**src/rtl/pll_lock_supervisor.sv**
```systemverilog
// pll_lock_supervisor
//   Sequences a PLL out of reset and then releases the downstream clock-domain
//   resets one after another. If lock never arrives, the PLL reset is retried
//   a bounded number of times before the block reports failure. Any loss of
//   lock while the channels are released or running puts every channel back
//   into reset and waits for lock again. That path does not pulse the PLL
//   reset.
//
// Ports
//   clkin1    in   supervisor clock (PLL reference clock)
//   rst       in   asynchronous active-high reset
//   pll_lock  in   PLL LOCK, asynchronous to clkin1
//   restart   in   single-cycle request to rerun the whole sequence
//   clr_lost  in   clears the sticky lost_lock flag
//   pll_rst   out  PLL reset, active high
//   ch_rst    out  per-domain resets, active high, channel 0 released first
//   locked    out  all channels released and lock stable
//   lost_lock out  sticky loss-of-lock flag
//   fail      out  PLL reset retries exhausted
//   retry_cnt out  retries used since the last rst or restart
module pll_lock_supervisor #(
  parameter int unsigned CHANNELS     = 2,
  parameter int unsigned LOCK_FILTER  = 64,
  parameter int unsigned LOCK_TIMEOUT = 65536,
  parameter int unsigned RST_PULSE    = 16,
  parameter int unsigned STAGE_DELAY  = 32,
  parameter int unsigned MAX_RETRY    = 3
) (
  input  logic                clkin1,
  input  logic                rst,
  input  logic                pll_lock,
  input  logic                restart,
  input  logic                clr_lost,
  output logic                pll_rst,
  output logic [CHANNELS-1:0] ch_rst,
  output logic                locked,
  output logic                lost_lock,
  output logic                fail,
  output logic [3:0]          retry_cnt
);

  localparam int unsigned SC_MAX = 1 + (CHANNELS - 1) * STAGE_DELAY;
  localparam int unsigned PW = $clog2(RST_PULSE + 1);
  localparam int unsigned FW = $clog2(LOCK_FILTER + 1);
  localparam int unsigned TW = $clog2(LOCK_TIMEOUT + 1);
  localparam int unsigned SW = $clog2(SC_MAX + 1);
  localparam int unsigned RW = $clog2(MAX_RETRY + 1);

  localparam logic [PW-1:0] PULSE_TC = PW'(RST_PULSE);
  localparam logic [FW-1:0] FILT_TC  = FW'(LOCK_FILTER);
  localparam logic [TW-1:0] TMO_TC   = TW'(LOCK_TIMEOUT);
  localparam logic [SW-1:0] SC_TC    = SW'(SC_MAX);
  localparam logic [RW-1:0] RETRY_TC = RW'(MAX_RETRY);

  typedef enum logic [2:0] {
    S_RESET_PLL,
    S_WAIT_LOCK,
    S_RELEASE,
    S_RUN,
    S_FAIL
  } state_t;

  state_t state, state_nxt;

  logic          sync1, lk;
  logic [PW-1:0] pc, pc_nxt, pc_inc;
  logic [FW-1:0] filt, filt_nxt, filt_inc;
  logic [TW-1:0] tmo, tmo_nxt, tmo_inc;
  logic [SW-1:0] sc, sc_nxt, sc_inc;
  logic [RW-1:0] retry, retry_nxt;
  logic          lost_set;
  logic [CHANNELS-1:0] ch_rst_nxt;

  // Two-flop synchroniser for the asynchronous lock indication.
  always_ff @(posedge clkin1 or posedge rst) begin
    if (rst) begin
      sync1 <= 1'b0;
      lk    <= 1'b0;
    end else begin
      sync1 <= pll_lock;
      lk    <= sync1;
    end
  end

  always_ff @(posedge clkin1 or posedge rst) begin
    if (rst) state <= S_RESET_PLL;
    else     state <= state_nxt;
  end

  // Saturating increments; each counter is judged on its incremented value
  // so a terminal count acts on the edge where it is reached.
  always_comb begin
    pc_inc   = (pc   == PULSE_TC) ? pc   : pc   + PW'(1);
    filt_inc = (filt == FILT_TC)  ? filt : filt + FW'(1);
    tmo_inc  = (tmo  == TMO_TC)   ? tmo  : tmo  + TW'(1);
    sc_inc   = (sc   == SC_TC)    ? sc   : sc   + SW'(1);
  end

  always_comb begin
    state_nxt = state;
    pc_nxt    = pc;
    filt_nxt  = filt;
    tmo_nxt   = tmo;
    sc_nxt    = sc;
    retry_nxt = retry;
    lost_set  = 1'b0;

    if (restart) begin
      state_nxt = S_RESET_PLL;
      pc_nxt    = '0;
      filt_nxt  = '0;
      tmo_nxt   = '0;
      sc_nxt    = '0;
      retry_nxt = '0;
    end else begin
      unique case (state)
        S_RESET_PLL: begin
          if (pc_inc == PULSE_TC) begin
            state_nxt = S_WAIT_LOCK;
            pc_nxt    = '0;
            filt_nxt  = '0;
            tmo_nxt   = '0;
          end else begin
            pc_nxt = pc_inc;
          end
        end
        S_WAIT_LOCK: begin
          filt_nxt = lk ? filt_inc : '0;
          tmo_nxt  = tmo_inc;
          // Filter completion is tested first so it wins a tie with timeout.
          if (lk && filt_inc == FILT_TC) begin
            state_nxt = S_RELEASE;
            sc_nxt    = '0;
          end else if (tmo_inc == TMO_TC) begin
            if (retry < RETRY_TC) begin
              retry_nxt = retry + RW'(1);
              state_nxt = S_RESET_PLL;
              pc_nxt    = '0;
            end else begin
              state_nxt = S_FAIL;
            end
          end
        end
        S_RELEASE, S_RUN: begin
          if (!lk) begin
            lost_set  = 1'b1;
            state_nxt = S_WAIT_LOCK;
            filt_nxt  = '0;
            tmo_nxt   = '0;
            sc_nxt    = '0;
          end else if (state == S_RELEASE) begin
            sc_nxt = sc_inc;
            if (sc_inc == SC_TC) state_nxt = S_RUN;
          end
        end
        S_FAIL: begin
          state_nxt = S_FAIL;
        end
        default: begin
          state_nxt = S_RESET_PLL;
        end
      endcase
    end
  end

  // The stage counter reads 1 on the first edge after entering RELEASE,
  // so channel k drops once it reaches 1 + k*STAGE_DELAY.
  always_comb begin
    ch_rst_nxt = '1;
    if (state_nxt == S_RUN) begin
      ch_rst_nxt = '0;
    end else if (state_nxt == S_RELEASE) begin
      for (int unsigned k = 0; k < CHANNELS; k++) begin
        ch_rst_nxt[k] = !(32'(sc_nxt) >= 1 + k * STAGE_DELAY);
      end
    end
  end

  always_ff @(posedge clkin1 or posedge rst) begin
    if (rst) begin
      pc        <= '0;
      filt      <= '0;
      tmo       <= '0;
      sc        <= '0;
      retry     <= '0;
      pll_rst   <= 1'b1;
      ch_rst    <= '1;
      locked    <= 1'b0;
      lost_lock <= 1'b0;
      fail      <= 1'b0;
      retry_cnt <= '0;
    end else begin
      pc        <= pc_nxt;
      filt      <= filt_nxt;
      tmo       <= tmo_nxt;
      sc        <= sc_nxt;
      retry     <= retry_nxt;
      pll_rst   <= (state_nxt == S_RESET_PLL);
      ch_rst    <= ch_rst_nxt;
      locked    <= (state_nxt == S_RUN);
      lost_lock <= lost_set | (lost_lock & ~clr_lost);
      fail      <= (state_nxt == S_FAIL);
      retry_cnt <= 4'(retry_nxt);
    end
  end

endmodule
```
**config.mk**
```make
export PLATFORM = sky130hd
export DESIGN_NAME = pll_lock_supervisor
export DESIGN_NICKNAME = d
export VERILOG_FILES = /design/src/rtl/pll_lock_supervisor.sv
export SDC_FILE = /design/constraint.sdc
export NUM_CORES = 1
export LEC_CHECK = 0
export BUFFER_PORTS_ARGS = -buffer_cell sky130_fd_sc_hd__buf_2
export CAP_MARGIN = 20
export CORE_ASPECT_RATIO = 0.6
export CORE_MARGIN = 3
export CORE_UTILIZATION = 35
export DETAILED_ROUTE_END_ITERATION = 10
export SLEW_MARGIN = 40
export SYNTH_ARGS = -nofsm -noshare
export SYNTH_HDL_FRONTEND = slang
export SYNTH_SLANG_ARGS = --single-unit
```
**constraint.sdc**
```tcl
create_clock -name clkin1 -period 6.5 [get_ports clkin1]
set_input_delay 0.975 -clock clkin1 [delete_from_list [all_inputs] [get_ports clkin1]]
set_output_delay 0.975 -clock clkin1 [all_outputs]
set_load 0.005 [all_outputs]
```
==> PnR_summary.wiki <==
{| class="wikitable"
! Metric !! Value
|-
| Endpoints failing hold || 0
|-
| Final period utilization || 43.6%
|-
| Tot GR Track Use || 15.6%
|-
| Setup repair after global routing missed its margin || false
|-
| Worst hold slack || 0.371 ns
|-
| Dominant synthesized flop cell || sky130_fd_sc_hd__dfrtp_1
|-
| Maximum vdd ir drop || 0.0952 mV
|-
| Maximum buffer depth of the clock tree || 2
|-
| Final clock skew || 0.00548 ns
|-
| Standard cell core area || 8690 sq um
|-
| Root Driver || sky130_fd_sc_hd__clkbuf_16
|-
| Final routed DRC violation total || 0
|-
| Chip height || 80.0 um
|-
| Sum of overflow across all layers after global routing || 0
|-
| Mean routed wirelength per cell || 15.9 um
|-
| Kind of critical path || reg2reg
|-
| Fraction of power consumed by sequential logic || 48.9%
|-
| Die ar. || 10400 sq um
|-
| Max cap viols || 0
|-
| Clock sink count || 48
|-
| Final-layout setup total negative slack || 0 ns
|-
| Width of the die || 129 um
|-
| Post-CTS setup buffer count || 0
|-
| Ant. Diodes || 0
|-
| Standard-cell row count || 26
|-
| Seq cells post-synth || 48
|-
| Synth Area in Compound Gates || 22.1%
|-
| Worst max-slew margin expressed relative to the limit || 57.7%
|-
| Crit path arrival time || 3.05 ns
|-
| Ys async rst share || 100%
|-
| Slew of the pin with the lowest slew margin || 0.631 ns
|-
| Routability congestion estimate from global placement || 0.863
|-
| Hold buffer count at CTS || 0
|-
| PnR Total Power || 621 uW
|-
| Path category of the worst min-delay check || reg2reg
|-
| Number of global-route vias before repair || 2526
|-
| CTS Buf Count || 5
|-
| Parity-gate share of the synthesized area counting xor and xnor cells || 3.56%
|-
| Routed Antenna Nets || 0
|-
| Required arrival time at the worst endpoint || 6.72 ns
|-
| Count of final max-slew check failures || 0
|-
| Via count || 2840
|-
| Layout net count || 390
|-
| Cell Pwr Density || 179 nW/um^2
|-
| Maximum clock frequency || 353 MHz
|-
| Fraction of power consumed by combinational cells || 3.5%
|-
| Run status || finished clean
|-
| Clock tree from TritonCTS || done
|-
| Relative contribution of the clock network to total power || 47.6%
|-
| Wire length of the first global-routing pass || 12900 um
|-
| Worst skew pair latency || 0.29 ns
|-
| Count of input and output buffers || 12
|-
| Antenna violations before repair || 0
|-
| Vias/cell || 5.81
|-
| CTS H-tree lvls || 2
|-
| Psw || 134 uW
|-
| Yosys cell types || 66
|-
| Mapped Area || 3200 sq um
|-
| Synthesized instance count || 377
|-
| Number of gates resized after cts || 0
|-
| Reg clk slew, reported paths || 0.07 ns
|-
| HPWL Detailed || 5610 um
|-
| Crit path launch type || register
|-
| Share of layout cells above drive strength 1 || 11.4%
|-
| Number of setup violations in the final report || 0
|-
| Multiplexer share of the synthesized area || 1.61%
|-
| Number of optimization iterations in the first detailed-route pass || 5
|-
| Proportion of total power due to net switching || 21.5%
|-
| Pin count of the biggest net entering global routing || 49
|-
| Finished Cell Area || 3470 sq um
|-
| Simple-gate share of the synthesized area || 25.6%
|-
| Crit. End Element || register
|-
| Adder and majority cell fraction of the synthesized area || 3.52%
|-
| Avg Inst Size Synth || 8.48 sq um
|-
| Time the worst path needs with I/O delays and setup || 2.83 ns
|-
| Initial DRC count || 444
|-
| Cell area after placement || 3300 sq um
|-
| Combinational family with the most area after synthesis || simple AND/OR/NAND/NOR gates
|-
| Starting utilization of the core area || 36.8%
|-
| Post-detailed-routing wire length || 7760 um
|-
| Yosys warning total || 0
|-
| Leakage || 1.45 nW
|-
| P&R area growth vs syn || 8.73%
|-
| Setup slack, reg-to-reg || 3.67 ns
|-
| Maximum fanout along the worst path || 8
|-
| Post-synth EDFFs || 0
|-
| Count of pins on the block boundary || 15
|-
| Power Internal || 488 uW
|-
| Seq/Total Area, Yosys || 37.7%
|}
critical path, cell delays in order, from the launching register on:
cell and delay (ns):
sky130_fd_sc_hd__dfrtp_1 0.42, sky130_fd_sc_hd__ha_1 0.34, sky130_fd_sc_hd__and3_1 0.30, sky130_fd_sc_hd__nand4_1 0.17, sky130_fd_sc_hd__nor4b_1 0.46, sky130_fd_sc_hd__o22ai_1 0.15, sky130_fd_sc_hd__nor4_2 0.29, sky130_fd_sc_hd__a22oi_1 0.10
sky130_fd_sc_hd__or3_1 0.40, sky130_fd_sc_hd__o311a_1 0.14
registers in the layout, indices dropped and copies added, names as in the netlist, 2 cells and up:
| register | cells |
|---|---|
| ch_rst | 2 |
| filt | 7 |
| pc | 5 |
| retry_cnt | 2 |
| sc | 6 |
| state | 3 |
| tmo | 17 |
power groups by stage:
stage	clock network [mW]	registers (mW)	logic [mW]
final	0.296	0.304	0.0219
after global routing	0.314	0.304	0.0252
after CTS	0.303	0.304	0.0225
after detailed placement	0	0.310	0.0225
after global placement	0	0.310	0.0221
after floorplan	0	0.308	0.0161
layout by cell type, fill, tap and decap left out, drive strengths merged, types with 4 or more instances in the layout:
master,instances
nor2b,7
a21oi,10
o31ai,8
nand2,27
nor2,43
dfrtp,45
a211oi,4
a31oi,11
nor4,5
and3,6
nor3,13
nand3,20
o32ai,4
nand2b,6
nand4,13
xor2,8
clkbuf,5
o21ai,39
mux2i,4
buf,14
xnor2,5
ha,9
inv,17
or3,4
routing by layer:
layer	wire length, um	vias up	global-route usage, %
met1	4430	1355	26.4
met2	2770	102	18.6
met5	0	-	0
met3	521	4	3.81
met4	43	0	3.46
li1	-	1379	-
cell usage after synthesis, types with 4 or more instances:
master	n	share of area, %
sky130_fd_sc_hd__a21oi_1	9	1.4
sky130_fd_sc_hd__a31oi_1	11	2.2
sky130_fd_sc_hd__ha_1	9	3.5
sky130_fd_sc_hd__nand3_1	20	3.1
sky130_fd_sc_hd__o31ai_1	8	1.9
sky130_fd_sc_hd__mux2i_1	4	1.3
sky130_fd_sc_hd__o21ai_0	37	5.8
sky130_fd_sc_hd__nor3_1	10	1.6
sky130_fd_sc_hd__a211oi_1	4	0.94
sky130_fd_sc_hd__nand2b_1	6	1.2
sky130_fd_sc_hd__nor2b_1	7	1.4
sky130_fd_sc_hd__xor2_1	8	2.2
sky130_fd_sc_hd__nand2_1	27	3.2
sky130_fd_sc_hd__buf_2	4	0.63
sky130_fd_sc_hd__dfrtp_1	45	35
sky130_fd_sc_hd__nand4_1	13	2.5
sky130_fd_sc_hd__or3_1	4	0.78
sky130_fd_sc_hd__and3_1	6	1.2
sky130_fd_sc_hd__nor2_1	43	5.1
sky130_fd_sc_hd__xnor2_1	5	1.4
sky130_fd_sc_hd__clkbuf_1	12	1.4
sky130_fd_sc_hd__buf_4	6	1.4
sky130_fd_sc_hd__inv_1	17	2.0
sky130_fd_sc_hd__o32ai_1	4	1.1
logic make-up after synthesis:
family,count (synthesis)
xor+xnor,13
other cells,1
fa+ha+maj,9
buf+inv,41
compound gates,103
simple gates,157
mux,5
flops,48
path summary, 6_finish.rpt:
kind                                     from  depth (start not counted)                   to
setup reg to reg           tmo[1]$_DFFE_PP0P_                          9    pll_rst$_DFF_PP1_
setup / recovery           tmo[1]$_DFFE_PP0P_                          9    pll_rst$_DFF_PP1_
hold reg to reg               sync1$_DFF_PP0_                          0         lk$_DFF_PP0_
max in group asynchronous                 rst                          3   tmo[7]$_DFFE_PP0P_
hold / removal                sync1$_DFF_PP0_                          0         lk$_DFF_PP0_
min in group asynchronous                 rst                          3  filt[5]$_DFFE_PP0P_
per-stage QoR:
step	utilization [%]	setup slack (ns)	cells
detailed placement	38.0	3.72	481
global placement	38.0	3.72	481
floorplan	-	4.14	378
CTS	39.9	3.71	489
finish	40.0	3.67	489
global route	40.0	3.50	489
area by class of cell:
cell class / count / area [sq um]
multi-input combinational: 289 / 1820
tap: 112 / 140
clock buffer: 5 / 125
inverter: 18 / 67.6
clock inverter: 3 / 42.5
sequential: 48 / 1200
fill: 864 / 5210
timing repair buffer: 14 / 75.1
(Power assumes the default switching activity.)
